## src/rtl/nibble_parity_rx.sv

```systemverilog
// nibble_parity_rx: serial deframer and checker for the framed nibble link.
// Frame on the line: start(0), DATA_W data bits LSB first, parity, stop(1).
// The completed word, its AND/OR reductions and its parity/framing flags are
// presented through a 1-deep registered valid/ready buffer.
// Optional feature macro: NIBBLE_PARITY_RX_ERRCNT_EN adds err_clr/err_count
// and the CNT_W parameter.
//
// Output handshake: a buffered frame transfers on any rising edge where
// out_valid && out_ready. out_valid and the payload are registered and never
// depend combinationally on out_ready or rx_bit. A frame that completes while
// the buffer is full and not being accepted is dropped and overrun pulses.
//
// dbg_state exposes the receive FSM state (0 IDLE, 1 DATA, 2 PARITY, 3 STOP).

module nibble_parity_rx #(
    parameter int DATA_W     = 4,
    parameter bit PARITY_ODD = 1'b0
`ifdef NIBBLE_PARITY_RX_ERRCNT_EN
    ,
    parameter int CNT_W      = 8
`endif
) (
    input  logic              clk,
    input  logic              areset_n,
    input  logic              rx_bit,
    input  logic              out_ready,
`ifdef NIBBLE_PARITY_RX_ERRCNT_EN
    input  logic              err_clr,
    output logic [CNT_W-1:0]  err_count,
`endif
    output logic              out_valid,
    output logic [DATA_W-1:0] out_data,
    output logic              out_and,
    output logic              out_or,
    output logic              out_par_err,
    output logic              out_frame_err,
    output logic              overrun,
    output logic [1:0]        dbg_state
);

    localparam int IDX_W = $clog2(DATA_W);

    localparam logic [1:0] ST_IDLE   = 2'd0;
    localparam logic [1:0] ST_DATA   = 2'd1;
    localparam logic [1:0] ST_PARITY = 2'd2;
    localparam logic [1:0] ST_STOP   = 2'd3;

    logic [1:0]        state_q, state_d;
    logic [IDX_W-1:0]  idx_q, idx_d;
    logic [DATA_W-1:0] shift_q, shift_d;
    logic              par_q, par_d;

    logic              valid_q, valid_d;
    logic [DATA_W-1:0] data_q;
    logic              and_q, or_q, par_err_q, frame_err_q;
    logic              overrun_q;

    logic              complete_w;
    logic              par_err_w;
    logic              frame_err_w;
    logic              load_w;
    logic              drop_w;

    // The stop bit is sampled in STOP; that clock completes the frame.
    assign complete_w  = (state_q == ST_STOP);
    assign par_err_w   = (^shift_q) ^ par_q ^ PARITY_ODD;
    assign frame_err_w = ~rx_bit;
    assign load_w      = complete_w && (!valid_q || out_ready);
    assign drop_w      = complete_w && valid_q && !out_ready;

    // Receive FSM: one line sample per clock, no resync inside a frame.
    always_comb begin
        state_d = state_q;
        idx_d   = idx_q;
        shift_d = shift_q;
        par_d   = par_q;
        case (state_q)
            ST_IDLE: begin
                if (!rx_bit) begin
                    state_d = ST_DATA;
                    idx_d   = '0;
                end
            end
            ST_DATA: begin
                shift_d[idx_q] = rx_bit;
                if (idx_q == IDX_W'(DATA_W - 1)) begin
                    state_d = ST_PARITY;
                end else begin
                    idx_d = idx_q + 1'b1;
                end
            end
            ST_PARITY: begin
                par_d   = rx_bit;
                state_d = ST_STOP;
            end
            default: begin
                // A bad stop bit still ends the frame; the next clock may carry a start bit.
                state_d = ST_IDLE;
            end
        endcase
    end

    // Receive state registers.
    always_ff @(posedge clk or negedge areset_n) begin
        if (!areset_n) begin
            state_q <= ST_IDLE;
            idx_q   <= '0;
            shift_q <= '0;
            par_q   <= 1'b0;
        end else begin
            state_q <= state_d;
            idx_q   <= idx_d;
            shift_q <= shift_d;
            par_q   <= par_d;
        end
    end

    // Buffer valid: set on load, cleared on accept with no new load.
    always_comb begin
        valid_d = valid_q;
        if (load_w) begin
            valid_d = 1'b1;
        end else if (valid_q && out_ready) begin
            valid_d = 1'b0;
        end
    end

    // Output buffer: payload loads only on a completion that fits; otherwise holds.
    always_ff @(posedge clk or negedge areset_n) begin
        if (!areset_n) begin
            valid_q     <= 1'b0;
            data_q      <= '0;
            and_q       <= 1'b0;
            or_q        <= 1'b0;
            par_err_q   <= 1'b0;
            frame_err_q <= 1'b0;
            overrun_q   <= 1'b0;
        end else begin
            valid_q   <= valid_d;
            overrun_q <= drop_w;
            if (load_w) begin
                data_q      <= shift_q;
                and_q       <= &shift_q;
                or_q        <= |shift_q;
                par_err_q   <= par_err_w;
                frame_err_q <= frame_err_w;
            end
        end
    end

`ifdef NIBBLE_PARITY_RX_ERRCNT_EN
    logic [CNT_W-1:0] cnt_q, cnt_d;
    logic             cnt_inc_w;

    // A bad completion and an overrun are the same clock at most once, so +1 max.
    assign cnt_inc_w = (complete_w && (par_err_w || frame_err_w)) || drop_w;

    // Saturating error counter; clear has priority over increment.
    always_comb begin
        cnt_d = cnt_q;
        if (err_clr) begin
            cnt_d = '0;
        end else if (cnt_inc_w && (cnt_q != {CNT_W{1'b1}})) begin
            cnt_d = cnt_q + 1'b1;
        end
    end

    // Error counter register.
    always_ff @(posedge clk or negedge areset_n) begin
        if (!areset_n) begin
            cnt_q <= '0;
        end else begin
            cnt_q <= cnt_d;
        end
    end

    assign err_count = cnt_q;
`endif

    assign out_valid     = valid_q;
    assign out_data      = data_q;
    assign out_and       = and_q;
    assign out_or        = or_q;
    assign out_par_err   = par_err_q;
    assign out_frame_err = frame_err_q;
    assign overrun       = overrun_q;
    assign dbg_state     = state_q;

endmodule

```

## config.mk

```make
export PLATFORM = sky130hd
export DESIGN_NAME = nibble_parity_rx
export DESIGN_NICKNAME = d
export VERILOG_FILES = /design/src/rtl/nibble_parity_rx.sv
export SDC_FILE = /design/constraint.sdc
export NUM_CORES = 1
export LEC_CHECK = 0
export CELL_PAD_IN_SITES_DETAIL_PLACEMENT = 0
export CELL_PAD_IN_SITES_GLOBAL_PLACEMENT = 1
export CORE_ASPECT_RATIO = 0.7
export CORE_MARGIN = 10
export CORE_UTILIZATION = 38
export CTS_BUF_LIST = sky130_fd_sc_hd__clkbuf_16
export DETAILED_ROUTE_END_ITERATION = 7
export HOLD_SLACK_MARGIN = 0.15
export PLACE_DENSITY_LB_ADDON = 0.1
export REMOVE_ABC_BUFFERS = 1
export SETUP_SLACK_MARGIN = 0.1
export SYNTH_ARGS = -nofsm -noshare
export SYNTH_HDL_FRONTEND = slang
export SYNTH_SLANG_ARGS = --single-unit
```

## constraint.sdc

```tcl
create_clock -name clk -period 1.3 [get_ports clk]
set_input_delay 0.26 -clock clk [delete_from_list [all_inputs] [get_ports clk]]
set_output_delay 0.26 -clock clk [all_outputs]
set_load 0.05 [all_outputs]
```

==> reports/qor.yml, run 1 <==
start_kind: "flip-flop"
clockBufferDepth: 2
htree_num_levels: 1
worstSetupPathType: "reg -> reg"
cp-endpoint: "out_par_err"
arrival_ps: 1490
final_layout_size_suffix_gt1_share_pct: 60.7
slew_headroom_pct: 77.1
rsz0062_at_grt: "true"
finalHoldViolCount: 0
cts_sinks: 19
setup_viol: 11
required_ps: 1440
antennaDiodeCount: 0
track_usage_pct: 9.28
tightest_slew_ps: 343
multiInputGateArea_um2: 662
holdWs_ps: 345
finalMaxSlewViolations: 0
hpwl_um: 1620
cp_max_fo: 2
antenna_found_initial: 0
regToRegSetupSlack_ps: -50
ys.warnings.count: 0
ys_seq_elements: 19
gr-total-overflow: 0
area_growth_pct: 68.7
synth_cells: 80
yosysTopAreaCell: "dfrtp_1"
ant_nets: 0
maxCapViolations: 0
fillCellCount: 177
numPortBuffers: 15
die_area_um2: 5220
ys_seq_area_share_pct: 46.3
die_w_um: 82.1
avgSynthCellArea_um2: 12.8
wire_per_inst_um: 15.8
endpoint_kind: "flip-flop"
viasPerCell: 4.55
netlist_area_um2: 1030
grt_pass1_wl_um: 3800
period_needed_ps: 1350
postCtsHoldBufs: 0
synth_cell_types: 21
nNetsFinal: 137
reg2reg_depth: 5
clock.fmax_mhz: 739
layout_common_cells: "18 x dfrtp_1, 12 x buf_12, 12 x buf_4"
reg2reg_from: "shift_q[1]"
drc_errors: 0
synth_area_leaders: "dfrtp_1 46%, ha_1 18%, mux2_4 7.3%"
clk-insertion-delay-late_ps: 250
firstDrtPassIters: 4
ios: 16
wl_um: 2390
num_rows: 15
synth_top_area_share_pct: 46.3
layout.area.seq_um2: 477
die_y_um: 63.5
reg2reg_to: "out_par_err"
pre_cts_ws_ps: -244
routabilityCongestion: 0.730
drt_iter0_drc: 42
finalSetupTns_ps: -269
initial_core_util_pct: 40.8
failed_checks: "negative setup slack"
status: "finished with violations"
numCtsBuffers: 3
root_buffer: "clkbuf_16"
grt_max_degree: 20
cts_tree: "built"
grt_pass1_vias: 760
clk_pin_slew_worst_paths_ps: 60
fp.coreArea_um2: 2510
timing.final.ws_setup_ps: -52.5
crit_start: "shift_q[1]"
final_common_cell: "dfrtp_1"
hold_path_class: "in -> async"
fin_skew_ps: 4.89
vias: 687
fin_crit_sh_pct: 104
==> metrics by stage <==
stage	utilization [%]	std cells	instance area (um2)
final	68.9	151	1730
after global routing	68.9	151	1730
after CTS	65.8	149	1650
after detailed placement	58.1	145	1460
after global placement	58.1	145	1460
after floorplan	-	80	1030
==> worst min-delay path by stage <==
| stage | from | to | slack, ps |
|---|---|---|---|
| after CTS | areset_n | out_data[1] | 360 |
| after detailed placement | out_and | out_and | 540 |
| after floorplan | areset_n | dbg_state[0] | -40 |
| final | areset_n | out_data[1] | 350 |
| after global routing | areset_n | out_data[1] | 380 |
| after global placement | out_and | out_and | 540 |
==> per-layer routing <==
layer  global-route usage (%)  vias up  part of all wire (%)
met5                        0        -                     0
met4                     1.69        0                  0.50
met3                     4.39        3                   5.3
met2                     14.0       11                    48
met1                     11.8      339                    46
li1                         -      334                     -
==> sequential cells by signal, summed over array words and instances, names as in the netlist, 2 cells and up <==
name and cells:
idx_q 2, dbg_state 2, out_data 4, shift_q 4
==> repair_timing <==
item	4_1_cts	5_1_grt
gates cloned	0	0
setup endpoints to repair	19	19
gates resized for setup	31	11
pin swaps	6	5
buffers inserted	0	3
==> critical path, cell delays in order (launching register included) <==
cell     delay (ps)
dfrtp_1         400
inv_2            80
ha_4            210
xnor2_4         130
xnor2_2         150
mux2_4          270
==> Yosys cell counts <==
cell type / instances
nor2_1: 1
mux2i_1: 4
a21oi_1: 1
mux2_1: 1
ha_1: 15
nand2_1: 8
nand2_4: 1
a21bo_2: 1
o21ai_2: 1
nand2b_4: 1
xnor2_1: 1
xnor2_2: 1
inv_2: 1
nand4_1: 1
mux2_4: 5
mux2_2: 5
o21bai_1: 1
inv_1: 10
dfrtp_1: 19
o211a_1: 1
a41oi_1: 1
==> final cells by class <==
class | count | share of cell area, %
timing repair buffer | 33 | 24.8
inverter | 11 | 2.38
multi-input combinational | 50 | 38.2
sequential | 19 | 27.5
tap | 34 | 2.45
clock inverter | 1 | 0.289
clock buffer | 3 | 4.33
==> cells by family (layout without fill, tap and decap cells) <==
logic type,Yosys count,count (layout),synth area share [%]
flops,19,19,46.3
fa+ha+maj,15,15,18.3
mux,15,15,17.8
simple gates,12,12,6.33
buf+inv,11,48,4.02
compound gates,6,6,4.87
xor+xnor,2,2,2.44
Power of run 1 is not shown: default switching activity piles up to over one toggle a cycle in this logic, so the estimate is an artifact.
==> run 2: changes to the inputs <==
--- a/config.mk
+++ b/config.mk
@@ -9,10 +9,9 @@
 export CELL_PAD_IN_SITES_GLOBAL_PLACEMENT = 1
 export CORE_ASPECT_RATIO = 0.7
-export CORE_MARGIN = 10
 export CORE_UTILIZATION = 38
 export CTS_BUF_LIST = sky130_fd_sc_hd__clkbuf_16
 export DETAILED_ROUTE_END_ITERATION = 7
 export HOLD_SLACK_MARGIN = 0.15
-export PLACE_DENSITY_LB_ADDON = 0.1
+export PLACE_DENSITY_LB_ADDON = 0.15
 export REMOVE_ABC_BUFFERS = 1
 export SETUP_SLACK_MARGIN = 0.1
==> constraint.sdc (replaced) <==
create_clock -name clk -period 1.3 [get_ports clk]
set_input_delay 0.13 -clock clk [delete_from_list [all_inputs] [get_ports clk]]
set_output_delay 0.13 -clock clk [all_outputs]
set_load 0.05 [all_outputs]
==> run 2 against run 1 <==
The run still ends with negative setup slack left. Register-to-register slack gained 30 ps. Via count is 1.3% higher. Core utilization is 2.1 points lower. Flip-flop and latch count unchanged. Clock skew decreased by 2.3 ps. Worst setup slack better by 27 ps. Design area down 3.0%. First-iteration DRC count shrank 60%. Wire length is 10% lower. Global-route usage up 7.5 points. Final cell count up 1.3%.
==> reports/qor.yml, run 2 (synthesis results as in run 1) <==
finalMaxSlewViolations: 0  # unchanged
die_area_um2: 2920  # -44%
hpwl_um: 1470  # -9.1%
num_rows: 15  # unchanged
layout_common_cells: "18 x dfrtp_1, 17 x buf_4, 12 x buf_12"
rsz0062_at_grt: "true"
status: "finished with violations"
clockBufferDepth: 2  # unchanged
antennaDiodeCount: 0  # unchanged
grt_max_degree: 20  # unchanged
endpoint_kind: "flip-flop"
cts_sinks: 19  # unchanged
track_usage_pct: 16.8  # +7.5 points
die_y_um: 45.5  # -28%
maxCapViolations: 0  # unchanged
firstDrtPassIters: 2  # -2
start_kind: "flip-flop"
fillCellCount: 187  # +5.6%
reg2reg_depth: 5  # unchanged
regToRegSetupSlack_ps: -30  # +30 ps
final_common_cell: "dfrtp_1"
clock.fmax_mhz: 754  # +2.0%
holdWs_ps: 218  # -127 ps
place_area_um2: 1450  # -0.51%
failed_checks: "negative setup slack"
fin_area_um2: 1680  # -3.0%
period_needed_ps: 1330  # -26.9 ps
slew_headroom_pct: 78.8  # +1.7 points
root_buffer: "clkbuf_16"
fin_skew_ps: 2.57  # -2.32 ps
viasPerCell: 4.55  # about the same
final_layout_size_suffix_gt1_share_pct: 56.3  # -4.4 points
required_ps: 1430  # about the same
worstSetupPathType: "reg -> reg"
hold_path_class: "in -> async"
grt_pass1_wl_um: 3480  # -8.4%
arrival_ps: 1460  # -30 ps
fp.coreArea_um2: 2510  # unchanged
numCtsBuffers: 3  # unchanged
numPortBuffers: 15  # unchanged
finalSetupTns_ps: -38.8  # +230 ps
grt_pass1_vias: 737  # -3.0%
layout.area.seq_um2: 477  # unchanged
drt_iter0_drc: 17  # -60%
ant_nets: 0  # unchanged
cts_tree: "built"
vias: 696  # +1.3%
wl_um: 2150  # -10%
initial_core_util_pct: 40.8  # unchanged
tightest_slew_ps: 317  # -26.1 ps
clk-insertion-delay-late_ps: 250  # about the same
finalHoldViolCount: 0  # unchanged
reg2reg_from: "shift_q[0]"
multiInputGateArea_um2: 609  # -7.9%
gr-total-overflow: 0  # unchanged
routabilityCongestion: 0.725  # -0.78%
htree_num_levels: 1  # unchanged
nNetsFinal: 139  # +1.5%
setup_viol: 7  # -4
ios: 16  # unchanged
postCtsHoldBufs: 0  # unchanged
antenna_found_initial: 0  # unchanged
reg2reg_to: "out_par_err"
die_w_um: 64.1  # -22%
fin_crit_sh_pct: 102  # -2.1 points
area_growth_pct: 63.6
clk_pin_slew_worst_paths_ps: 50  # about the same
cp_max_fo: 2  # unchanged
timing.final.ws_setup_ps: -25.5  # +26.9 ps
drc_errors: 0  # unchanged
wire_per_inst_um: 14.0  # -11%
-- run 2: cell types whose count changed in the layout (fill, tap and decap cells not counted), moves of 2 or more --
cell | previous run | this run
ha_4 | 6 | 4
buf_6 | 6 | 3
buf_4 | 12 | 17
nand2_2 | 3 | 1
nand2_1 | 3 | 5
ha_1 | 7 | 9
-- run 2: how the worst max path moves through the flow --
| stage | from | end | depth (start not counted) |
|---|---|---|---|
| after floorplan | dbg_state[1] | dbg_state[1] | 5 |
| after global placement | dbg_state[0] | shift_q[1] | 4 |
| after detailed placement | rx_bit | dbg_state[1] | 4 |
| after CTS | shift_q[0] | out_par_err | 5 |
| after global routing | dbg_state[1] | dbg_state[1] | 5 |
| final | shift_q[0] | out_par_err | 5 |
-- run 2: cell type report --
cell class | instances | share of cell area, %
Clock inverter | 1 | 0.223
Clock buffer | 3 | 4.47
Timing Repair Buffer | 35 | 25.7
Multi-Input combinational cell | 50 | 36.3
Tap cell | 34 | 2.53
Sequential cell | 19 | 28.4
Inverter | 11 | 2.46
-- run 2: layer usage --
layer  global-route usage [%]  wire (um)  vias to the layer above
li1                         -          -                      345
met1                     21.5       1060                      336
met2                     27.7        989                       13
met3                     5.50         88                        2
met4                     5.33         10                        0
met5                        0          0                        -
-- run 2: worst max-delay path, stage by stage, from the launching register on --
cell and delay [ps]:
dfrtp_1 410, inv_2 80, ha_4 200, xnor2_2 130
xnor2_1 120, mux2_4 260
-- run 2: timing repair --
| item | 4_1_cts | 5_1_grt |
|---|---|---|
| hold endpoints to repair | 0 | 0 |
| pin swaps | 6 | 2 |
| endpoints found under the setup margin | 16 | 19 |
| gates resized for setup | 21 | 7 |
| buffers inserted | 5 | 0 |
-- run 2: stage by stage --
stage	utilization [%]	cells	setup WS, ps
finish	66.8	153	-25.5
global route	66.8	153	-45.1
CTS	65.4	153	-23.7
detailed placement	57.8	144	-115
global placement	57.8	144	-70.5
floorplan	-	80	-391
Power of run 2 is left out for the same reason.
==> run 3: changes to the inputs <==
CORE_MARGIN = 4   (was default)
==> run 3 against run 2 <==
Register-to-register slack is essentially flat. Clock skew shrank 1.2 ps. Global-route usage is 3.3 points lower. Final cell count shrank 2.0%. First-iteration DRC count rose by 82%. Critical endpoint unchanged. Sequential share of layout area up 0.47 points. Non-clock buffer count is 3 lower. Hold slack lost 1.8 ps. Wire length down 0.42%. Flip-flop and latch count unchanged. The flow still finishes with violations (negative setup slack). Core utilization down 1.1 points. Clock-buffer cell count is the same.
==> reports/qor.yml, run 3 (synthesis results as in run 1) <==
slowest_stage: "dfrtp_1"
maxCapViolations: 0  # unchanged
postCtsHoldBufs: 0  # unchanged
fp.coreArea_um2: 2510  # unchanged
antennaDiodeCount: 0  # unchanged
arrival_ps: 1450  # about the same
status: "finished with violations"
final_layout_size_suffix_gt1_share_pct: 58.6  # +2.3 points
start_kind: "flip-flop"
drt_iter0_drc: 31  # +14
hold_path_class: "in -> async"
area_growth_pct: 60.9
gr-total-overflow: 0  # unchanged
die_y_um: 51.5  # +13%
tightest_slew_ps: 251  # -65.1 ps
worstSetupPathType: "reg -> reg"
crit_family: "flip-flops"
cts_tree: "built"
clock.fmax_mhz: 758  # +0.53%
routabilityCongestion: 0.793  # +9.5%
endpoint_kind: "flip-flop"
clockBufferDepth: 2  # unchanged
multiInputGateArea_um2: 607  # -0.41%
fin_skew_ps: 1.37  # -1.20 ps
firstDrtPassIters: 4  # +2
hpwl_um: 1620  # +10%
nNetsFinal: 136  # -2.2%
period_needed_ps: 1320  # -6.92 ps
initial_core_util_pct: 40.8  # unchanged
final_util_pct: 65.7  # -1.1 points
num_rows: 15  # unchanged
finalHoldViolCount: 0  # unchanged
finalMaxSlewViolations: 0  # unchanged
track_usage_pct: 13.5  # -3.3 points
grt_pass1_wl_um: 3690  # +6.2%
cp_max_fo: 2  # unchanged
fillCellCount: 192  # +2.7%
htree_num_levels: 1  # unchanged
wire_per_inst_um: 14.2  # +1.6%
vias: 677  # -2.7%
ant_nets: 0  # unchanged
numPortBuffers: 15  # unchanged
clk_pin_slew_worst_paths_ps: 60  # about the same
timing.final.ws_setup_ps: -18.6  # +6.92 ps
root_buffer: "clkbuf_16"
cp.buffers_inverters: 1  # unchanged
slew_headroom_pct: 83.2  # +4.4 points
layout.area.seq_um2: 477  # unchanged
setup_viol: 2  # -5
grt_max_degree: 20  # unchanged
viasPerCell: 4.51  # -0.78%
wl_um: 2140  # -0.42%
path_cells: "inv_2 > ha_4 > xnor2_2 > xnor2_1 > mux2_4"
fin_crit_sh_pct: 101  # -0.53 points
drc_errors: 0  # unchanged
clk-insertion-delay-late_ps: 250  # about the same
antenna_found_initial: 0  # unchanged
grt_pass1_vias: 738  # +0.14%
required_ps: 1440  # about the same
max_stage_delay_ps: 400  # about the same
layout_common_cells: "18 x dfrtp_1, 15 x buf_4, 12 x buf_12"
die_area_um2: 3610  # +24%
ios: 16  # unchanged
rsz0062_at_grt: "true"
final_common_cell: "dfrtp_1"
holdWs_ps: 217  # -1.84 ps
cts_sinks: 19  # unchanged
failed_checks: "negative setup slack"
die_w_um: 70.1  # +9.4%
numCtsBuffers: 3  # unchanged
[run 3: changes by cell type in the layout (fill, tap and decap cells not counted), sizes merged]
cell / change
clkinv: +1
buf: -3
inv: -1
[run 3: timing repair]
item | 4_1_cts | 5_1_grt
pin swaps | 5 | 3
gates cloned | 0 | 0
buffers inserted | 2 | 0
setup endpoints to repair | 15 | 17
resized for setup | 18 | 9
[run 3: layout make-up]
cell class | instances | share of cell area [%]
Multi-Input combinational cell | 50 | 36.7
Sequential cell | 19 | 28.8
Timing Repair Buffer | 32 | 24.5
Clock buffer | 3 | 4.54
Tap cell | 34 | 2.57
Inverter | 11 | 2.50
Clock inverter | 1 | 0.303
[run 3: metal layers]
metal	wire [um]	GRT usage, %
met1	976	17.4
met4	18	2.87
met3	95	4.44
met5	0	0
met2	1050	22.4
[run 3: per-stage QoR]
stage	instances	TNS (ps)	setup WS [ps]	area, um2
3_5_place_dp	145	-231	-72.8	1460
4_1_cts	150	-10.2	-10.2	1610
2_1_floorplan	80	-4410	-391	1030
3_3_place_gp	145	-111	-76.4	1460
5_1_grt	150	-388	-59.0	1650
6_report	150	-21.0	-18.6	1650
[run 3: final timing paths]
path                       startpoint            to  slack [ps]  cells past startpoint
setup / recovery           shift_q[0]   out_par_err         -20                      5
hold / removal               areset_n        out_or         220                      2
setup reg to reg           shift_q[0]   out_par_err         -20                      5
hold reg to reg               out_and       out_and         560                      1
max in group asynchronous    areset_n  dbg_state[0]         860                      2
min in group clk              out_and       out_and         560                      1
Power of run 3 is left out for the same reason.
